`src/rtl/sdram_port_arbiter.sv`:
```
`default_nettype none
// ============================================================================
// Module   : sdram_port_arbiter
// Purpose  : Round-robin sharing of one toggle-handshake SDRAM port among N
//            level-request / one-cycle-ack clients, with an access watchdog.
// Revision : 1.0  initial release
// ============================================================================
module sdram_port_arbiter #(
    parameter int N       = 3,
    parameter int TIMEOUT = 255
) (
    input  logic            clk,
    input  logic            reset,
    input  logic [N-1:0]    cl_req,
    input  logic [N-1:0]    cl_we,
    input  logic [23*N-1:0] cl_a,
    input  logic [2*N-1:0]  cl_ds,
    input  logic [16*N-1:0] cl_d,
    output logic [N-1:0]    cl_ack,
    output logic [15:0]     cl_q,
    output logic            mem_req,
    input  logic            mem_ack,
    output logic            mem_we,
    output logic [22:0]     mem_a,
    output logic [1:0]      mem_ds,
    output logic [15:0]     mem_d,
    input  logic [15:0]     mem_q,
    output logic            busy,
    output logic            timeout_err
);
    localparam int          IW      = (N > 1) ? $clog2(N) : 1;
    localparam logic [15:0] WD_LAST = 16'(TIMEOUT - 1);

    typedef enum logic [2:0] {
        S_SYNC  = 3'd0,
        S_IDLE  = 3'd1,
        S_ISSUE = 3'd2,
        S_WAIT  = 3'd3,
        S_DONE  = 3'd4
    } state_t;

    state_t        state, state_next;
    logic          ack_r;
    logic [IW-1:0] rr, rr_next, gnt, gnt_next, sel;
    logic [15:0]   watchdog, watchdog_next;
    logic [N-1:0]  ack_next;
    logic [15:0]   q_next, d_next;
    logic [22:0]   a_next;
    logic [1:0]    ds_next;
    logic          req_next, we_next, busy_next, terr_next;

    logic [22:0]   a_arr  [N];
    logic [1:0]    ds_arr [N];
    logic [15:0]   d_arr  [N];

    genvar i;
    generate
        for (i = 0; i < N; i++) begin : g_unpack
            assign a_arr[i]  = cl_a[23*i +: 23];
            assign ds_arr[i] = cl_ds[2*i +: 2];
            assign d_arr[i]  = cl_d[16*i +: 16];
        end
    endgenerate

    // Search downward so the nearest requester after rr is the last to write sel.
    always_comb begin
        sel = rr;
        for (int k = N; k >= 1; k--) begin
            if (cl_req[IW'((int'(rr) + k) % N)]) begin
                sel = IW'((int'(rr) + k) % N);
            end
        end
    end

    // Deliberately not reset: after a mid-access reset the true memory-side
    // level must be visible so SYNC can wait for it to settle.
    always_ff @(posedge clk) begin
        ack_r <= mem_ack;
    end

    always_ff @(posedge clk) begin
        if (reset) begin
            state       <= S_SYNC;
            rr          <= IW'(N - 1);
            gnt         <= '0;
            watchdog    <= '0;
            mem_req     <= 1'b0;
            mem_we      <= 1'b0;
            mem_a       <= '0;
            mem_ds      <= '0;
            mem_d       <= '0;
            cl_ack      <= '0;
            cl_q        <= '0;
            busy        <= 1'b0;
            timeout_err <= 1'b0;
        end else begin
            state       <= state_next;
            rr          <= rr_next;
            gnt         <= gnt_next;
            watchdog    <= watchdog_next;
            mem_req     <= req_next;
            mem_we      <= we_next;
            mem_a       <= a_next;
            mem_ds      <= ds_next;
            mem_d       <= d_next;
            cl_ack      <= ack_next;
            cl_q        <= q_next;
            busy        <= busy_next;
            timeout_err <= terr_next;
        end
    end

    always_comb begin
        state_next    = state;
        rr_next       = rr;
        gnt_next      = gnt;
        watchdog_next = watchdog;
        req_next      = mem_req;
        we_next       = mem_we;
        a_next        = mem_a;
        ds_next       = mem_ds;
        d_next        = mem_d;
        ack_next      = '0;
        q_next        = cl_q;
        busy_next     = busy;
        terr_next     = 1'b0;

        case (state)
            S_SYNC: begin
                if (ack_r == mem_req) state_next = S_IDLE;
            end
            S_IDLE: begin
                if (|cl_req) begin
                    gnt_next   = sel;
                    rr_next    = sel;
                    we_next    = cl_we[sel];
                    a_next     = a_arr[sel];
                    ds_next    = ds_arr[sel];
                    d_next     = d_arr[sel];
                    busy_next  = 1'b1;
                    state_next = S_ISSUE;
                end
            end
            S_ISSUE: begin
                req_next      = ~mem_req;
                watchdog_next = '0;
                state_next    = S_WAIT;
            end
            S_WAIT: begin
                // A match on the expiry cycle still counts as a normal completion.
                if (ack_r == mem_req) begin
                    if (!mem_we) q_next = mem_q;
                    ack_next[gnt] = 1'b1;
                    state_next    = S_DONE;
                end else if (watchdog == WD_LAST) begin
                    if (!mem_we) q_next = 16'hFFFF;
                    ack_next[gnt] = 1'b1;
                    terr_next     = 1'b1;
                    busy_next     = 1'b0;
                    state_next    = S_SYNC;
                end else begin
                    watchdog_next = watchdog + 16'd1;
                end
            end
            S_DONE: begin
                busy_next  = 1'b0;
                state_next = S_IDLE;
            end
            default: begin
                state_next = S_SYNC;
            end
        endcase
    end

endmodule
`default_nettype wire

```
`config.mk`:
```
export PLATFORM = sky130hd
export DESIGN_NAME = sdram_port_arbiter
export DESIGN_NICKNAME = d
export VERILOG_FILES = /design/src/rtl/sdram_port_arbiter.sv
export SDC_FILE = /design/constraint.sdc
export NUM_CORES = 1
export LEC_CHECK = 0
export ABC_AREA = 1
export BUFFER_PORTS_ARGS = -buffer_cell sky130_fd_sc_hd__buf_4
export CORE_ASPECT_RATIO = 2
export CORE_MARGIN = 1.5
export CORE_UTILIZATION = 50
export DETAILED_ROUTE_END_ITERATION = 12
export PLACE_DENSITY = 0.8
export SLEW_MARGIN = 20
export SYNTH_ARGS = -nofsm -noshare
export SYNTH_HDL_FRONTEND = slang
export SYNTH_SLANG_ARGS = --single-unit
```
`constraint.sdc`:
```
create_clock -name clk -period 2.4 [get_ports clk]
set_input_delay 0.48 -clock clk [delete_from_list [all_inputs] [get_ports clk]]
set_output_delay 0.48 -clock clk [all_outputs]
set_load 0.1 [all_outputs]
```
# Word-level counts from Yosys, hierarchy flattened
# Cells that the tools add are included.
dict set report totals {
  latch_bits 0
  regBits 88
  wordCells 102
  ramBits 0
  out_inout_bits 64
  rom_bits 0
  mem_count 0
}
dict set report classes {
  shifts 0
  n_eq_ne 14
  bitwise 3
  addsub 4
  div 3
  mux 44
  n_reduce_logical 13
  mul 0
  magnitude_cmp 7
}
# operator count
set op_table {}
lappend op_table {{16-bit two-way mux} 8}
lappend op_table {{32-bit by 3-bit modulo with 32-bit output, second input constant} 3}
lappend op_table {{23-bit binary-select mux with 2-bit select} 1}
lappend op_table {{23-bit two-way mux} 2}
lappend op_table {{16-bit binary-select mux with 2-bit select} 1}
lappend op_table {{16-bit case mux with 2 select lines} 1}
lappend op_table {{3-bit two-way mux} 6}
lappend op_table {{16-bit by 1-bit adder with 16-bit output, second input constant} 1}
lappend op_table {{16-bit by 8-bit == test with 1-bit output, second input constant} 1}
lappend op_table {{3-bit case mux with 5 select lines} 1}
lappend op_table {{2-bit != test, second input constant} 7}
lappend op_table {{2-bit by 4-bit less-than comparator with 1-bit output, second input constant} 3}
lappend op_table {{1-bit two-way mux} 12}
lappend op_table {{2-bit two-way mux} 5}
lappend op_table {{1-bit binary-select mux with 2-bit select} 4}
lappend op_table {{4-bit AND reduction} 2}
lappend op_table {{2-bit by 2-bit adder with 3-bit output, second input constant} 2}
lappend op_table {{3-bit by 2-bit == test with 1-bit output, second input constant} 2}
lappend op_table {{2-bit by 3-bit less-than comparator with 1-bit output, second input constant} 2}
lappend op_table {{3-bit AND reduction} 2}
lappend op_table {{3-bit OR reduction} 2}
lappend op_table {{2-bit binary-select mux with 2-bit select} 1}
lappend op_table {{2-bit nonzero test} 2}
lappend op_table {{2-bit by 1-bit adder with 3-bit output, second input constant} 1}
lappend op_table {{other kinds (15)} 16}

# Depth between registers and ports, before layout
dict set report logic_depth {
  word_depth 12
  ltp_mapped 14
  mapped_depth_nobuf 13
}

# Worst setup path after synthesis
# OpenSTA, ideal clock, no wires.
dict set report synth_path {
  path_type {flip-flop to flip-flop}
  startpoint {reg mem_req}
  endpoint {reg watchdog[3]}
  period_less_slack_ps 2034
  required_ps 2282
  path_stages_with_launch 8
  setup_ps 118
  path_slack_ps 366
  path_buffers 1
  t_arrival_ps 1916
  path_cell_list {dfxtp_1 xor2_4 inv_2 nand2_2 nand2_4 buf_6 nor3_1 nor2_1}
}
dict set report synth_between {
  elab_chain_cells 3
}
# element line_no
set synth_rtl {}
lappend synth_rtl {{from (decl)} 21} ;# output logic mem_req,
lappend synth_rtl {{from (signal assigned)} 101} ;# mem_req <= req_next;
lappend synth_rtl {{1-bit == test} 151} ;# if (ack_r == mem_req) begin
lappend synth_rtl {{2-bit != test (no line)} --}
lappend synth_rtl {{3-bit AND reduction (no line)} --}
lappend synth_rtl {{to (signal assigned)} 100} ;# watchdog <= watchdog_next;
lappend synth_rtl {{to (decl)} 45} ;# logic [15:0] watchdog, watchdog_next;
# Every way passes these cells.
# A chain may end at the register's enable or synchronous reset.

# Worst setup path in the final report
dict set report layout_path {
  startpoint {reg rr[1]}
  endpoint {reg mem_a[19]}
}
dict set report layout_between {
  elab_chain_cells 12
}
# element line_no
set layout_rtl {}
lappend layout_rtl {{from (decl)} 44} ;# logic [IW-1:0] rr, rr_next, gnt, gnt_next, sel;
lappend layout_rtl {{from (signal assigned)} 84} ;# rr <= IW'(N - 1);
lappend layout_rtl {{from (signal assigned)} 98} ;# rr <= rr_next;
lappend layout_rtl {{2-bit by 2-bit adder with 3-bit output} {69, 70}}
lappend layout_rtl {{32-bit by 3-bit modulo with 32-bit output} {69, 70}}
lappend layout_rtl {{1-bit binary-select mux with 2-bit select} 69} ;# if (cl_req[IW'((int'(rr) + k) % N)]) begin
lappend layout_rtl {{1-bit two-way mux (implied by the code) (2 in a row)} 69}
lappend layout_rtl {{2-bit two-way mux (2 in a row)} 69}
lappend layout_rtl {{2-bit two-way mux *} 69}
lappend layout_rtl {{2-bit inverter with 3-bit output (implied by the code) *} 137} ;# a_next = a_arr[sel];
lappend layout_rtl {{23-bit binary-select mux with 2-bit select *} 137}
lappend layout_rtl {{23-bit two-way mux (implied by the code) * (2 in a row)} 137}
lappend layout_rtl {{to (signal assigned)} 103} ;# mem_a <= a_next;
lappend layout_rtl {{to (decl)} 24} ;# output logic [22:0] mem_a,
# Every way passes the cells marked *; elsewhere a longest branch is shown, timed or not. The select of a mux whose other input is x is not followed.

==> impl_metrics.json <==
{
  "outcome": "complete, no violations",
  "instances_no_fill": 1200,
  "synth-compound-area-share_pct": 12.7,
  "numCtsBuffers": 9,
  "max_freq_mhz": 451,
  "intPower_mw": 4.09,
  "nets": 1209,
  "dpl-instance-area_um2": 7170,
  "hold_viol": 0,
  "whs_endpoint": "ack_r",
  "dpl.hpwl_um": 12600,
  "vias_per_cell": 5.31,
  "ant_nets": 0,
  "post_cts_buffers": 0,
  "cp_cell_sequence": "inv_1, ha_1, inv_2, nand3_1, nand2_1, nand2_1, nand2_2, nand2_4, nand2_4, nand3_1, a21oi_1",
  "die-height_um": 152,
  "maxCapViolCount": 0,
  "p_per_area_nw_per_um2": 1230,
  "synthesis.area_um2": 5540,
  "route.detailed.drc": 0,
  "tritoncts": "built",
  "r2r-start": "rr[1]",
  "leakage_nw": 3.70,
  "postSynthAreaPerCell_um2": 6.37,
  "finalSetupViolCount": 0,
  "startpoint_type": "register",
  "critPathSlowestCell": "dfxtp_1",
  "grt_max_degree": 47,
  "diodes": 0,
  "p_clk_share_pct": 15.0,
  "placedCellCount": 1184,
  "worst_ep_arrival_time_ps": 2490,
  "clkSlewWorstSetupHoldPaths_ps": 70,
  "port_buffers": 211,
  "rows": 54,
  "ctsResizeCount": 0,
  "critPathMaxFanout": 42,
  "synthAdderAreaFrac_pct": 1.36,
  "clock_latency_ps": 340,
  "min_period_over_period_pct": 92.4,
  "ir_drop_mv": 0.829,
  "grtUsageTotal_pct": 29.7,
  "worstSetupPathType": "register to register",
  "synth_top_family_by_area": "simple AND/OR/NAND/NOR gates",
  "first_iter_violations": 274,
  "clock-sinks": 87,
  "synthCells": 870,
  "grt_pass1_wl_um": 28300,
  "maxSlewViolCount": 0,
  "finalCriticalPeriod_ps": 2220,
  "start_util_pct": 50.9,
  "root_buffer": "clkbuf_16",
  "synth-seq-cells": 87,
  "syn_nets": 1024,
  "grt_pass1_vias": 6091,
  "vias": 6374,
  "ys_types": 36,
  "antenna_found_initial": 0,
  "ios": 212,
  "r2r_slack_ps": 180,
  "synth_mux_area_share_pct": 0,
  "sequentialPowerShare_pct": 20.5,
  "core_um2": 10900,
  "required_ps": 2670,
  "synth_top_area_share_pct": 31.4,
  "drive_above_1_share_pct": 27.0,
  "cts_max_level": 3,
  "stdcell_area_um2": 7450,
  "gr-total-overflow": 0,
  "synth-simple-area-share_pct": 38.0,
  "final_common_cell": "buf_4",
  "die_w_um": 77.4,
  "finalSetupTns_ps": 0,
  "area_delta_synth_final_pct": 34.6,
  "die_area_um2": 11800,
  "slowest_delay_ps": 370,
  "fillers": 1037,
  "synth-warning-count": 0,
  "layout_common_cells": "223 x buf_4, 149 x nand3_1, 121 x inv_1",
  "hold_buffers": 0,
  "r2r-end": "mem_a[19]",
  "p_switching_mw": 5.12,
  "fin_skew_ps": 7.14,
  "hp-start": "mem_ack",
  "hold_depth": 1,
  "rsz0062_at_grt": "no",
  "finalWeightedCongestion": 0.950,
  "comb_power_share_pct": 64.5,
  "swShare_pct": 55.6,
  "synth.area.top_cells": "dfxtp_1 31%, nand3_1 13%, inv_1 8.2%",
  "yosysTopAreaCell": "dfxtp_1",
  "reg2reg_depth": 11,
  "worstMarginPinSlew_ps": 695,
  "hold_path_class": "primary input to register",
  "synth_xor_area_share_pct": 1.92,
  "routed_wirelength_um": 17300,
  "drt_pass1_iterations": 5,
  "slew_headroom_pct": 53.3,
  "synth_seq_area_share_pct": 31.4,
  "clockBufferDepth": 2,
  "critPathCaptureType": "register",
  "wl_per_cell_um": 14.4
}
## through the flow
step / hold WS, ps / power (mW) / setup slack (ps) / utilization (%)
after floorplan: 436 / 6.55 / 366 / -
after global placement: 455 / 7.80 / 297 / 65.9
after detailed placement: 460 / 7.83 / 224 / 65.9
after CTS: 227 / 9.22 / 194 / 68.5
after global routing: 228 / 9.81 / 18.3 / 68.5
final: 232 / 9.20 / 182 / 68.5
## layer usage
metal | part of all wire [%] | vias to the layer above | GRT usage (%)
met5 | 0 | - | 0
met1 | 35 | 2889 | 31.3
met2 | 54 | 257 | 55.0
li1 | - | 3180 | -
met4 | 3.9 | 0 | 14.0
met3 | 6.2 | 48 | 5.65
## power groups by stage
stage / Combinational (mW) / Clock, mW / Sequential [mW]
after floorplan: 2.98 / 0 / 3.56
after global placement: 5.90 / 0 / 1.91
after detailed placement: 5.92 / 0 / 1.91
after CTS: 5.94 / 1.40 / 1.88
after global routing: 6.43 / 1.46 / 1.92
final: 5.94 / 1.38 / 1.89
## flip-flops by register name (all words and copies together), names as in the netlist, 2 cells and up
name,flops
mem_a,23
cl_q,16
mem_d,16
watchdog,16
cl_ack,3
state,3
mem_ds,2
rr,2
## cells in the mapped netlist, drive strengths merged
master	number
a21boi	1
a21oi	75
a31oi	1
and3	1
buf	32
clkbuf	22
dfxtp	87
ha	6
inv	129
nand2	125
nand3	151
nand3b	3
nand4	9
nor2	118
nor3	42
nor4	4
o211ai	1
o21ai	53
xnor2	2
xor2	8
## cell families after synthesis
family | after synthesis
simple gates | 453
buf+inv | 183
compound gates | 131
flops | 87
xor+xnor | 10
fa+ha+maj | 6
## critical path: cells and delay by family (launching register included)
family,cells,cell delay (ps)
compound gates,1,170
fa+ha+maj,1,360
simple gates,7,1010
flops,1,370
buf+inv,2,230
## final cells by class
type	count	area [um2]	area share [%]
clock inverters	7	63.8	0.856
flip-flops and latches	87	1740	23.4
inverters	129	484	6.50
clock buffers	9	225	3.02
multi-input cells	600	2990	40.1
repair buffers	228	1770	23.8
well taps	140	175	2.35
## worst max-delay path by stage
stage | cells after the start | to | startpoint
3_5_place_dp | 11 | mem_a[19] | rr[1]
6_report | 11 | mem_a[19] | rr[1]
4_1_cts | 11 | mem_a[19] | rr[1]
3_3_place_gp | 11 | mem_a[19] | rr[1]
2_1_floorplan | 7 | watchdog[3] | mem_req
5_1_grt | 13 | mem_d[12] | rr[1]
Power figures use the tool's default switching activity.
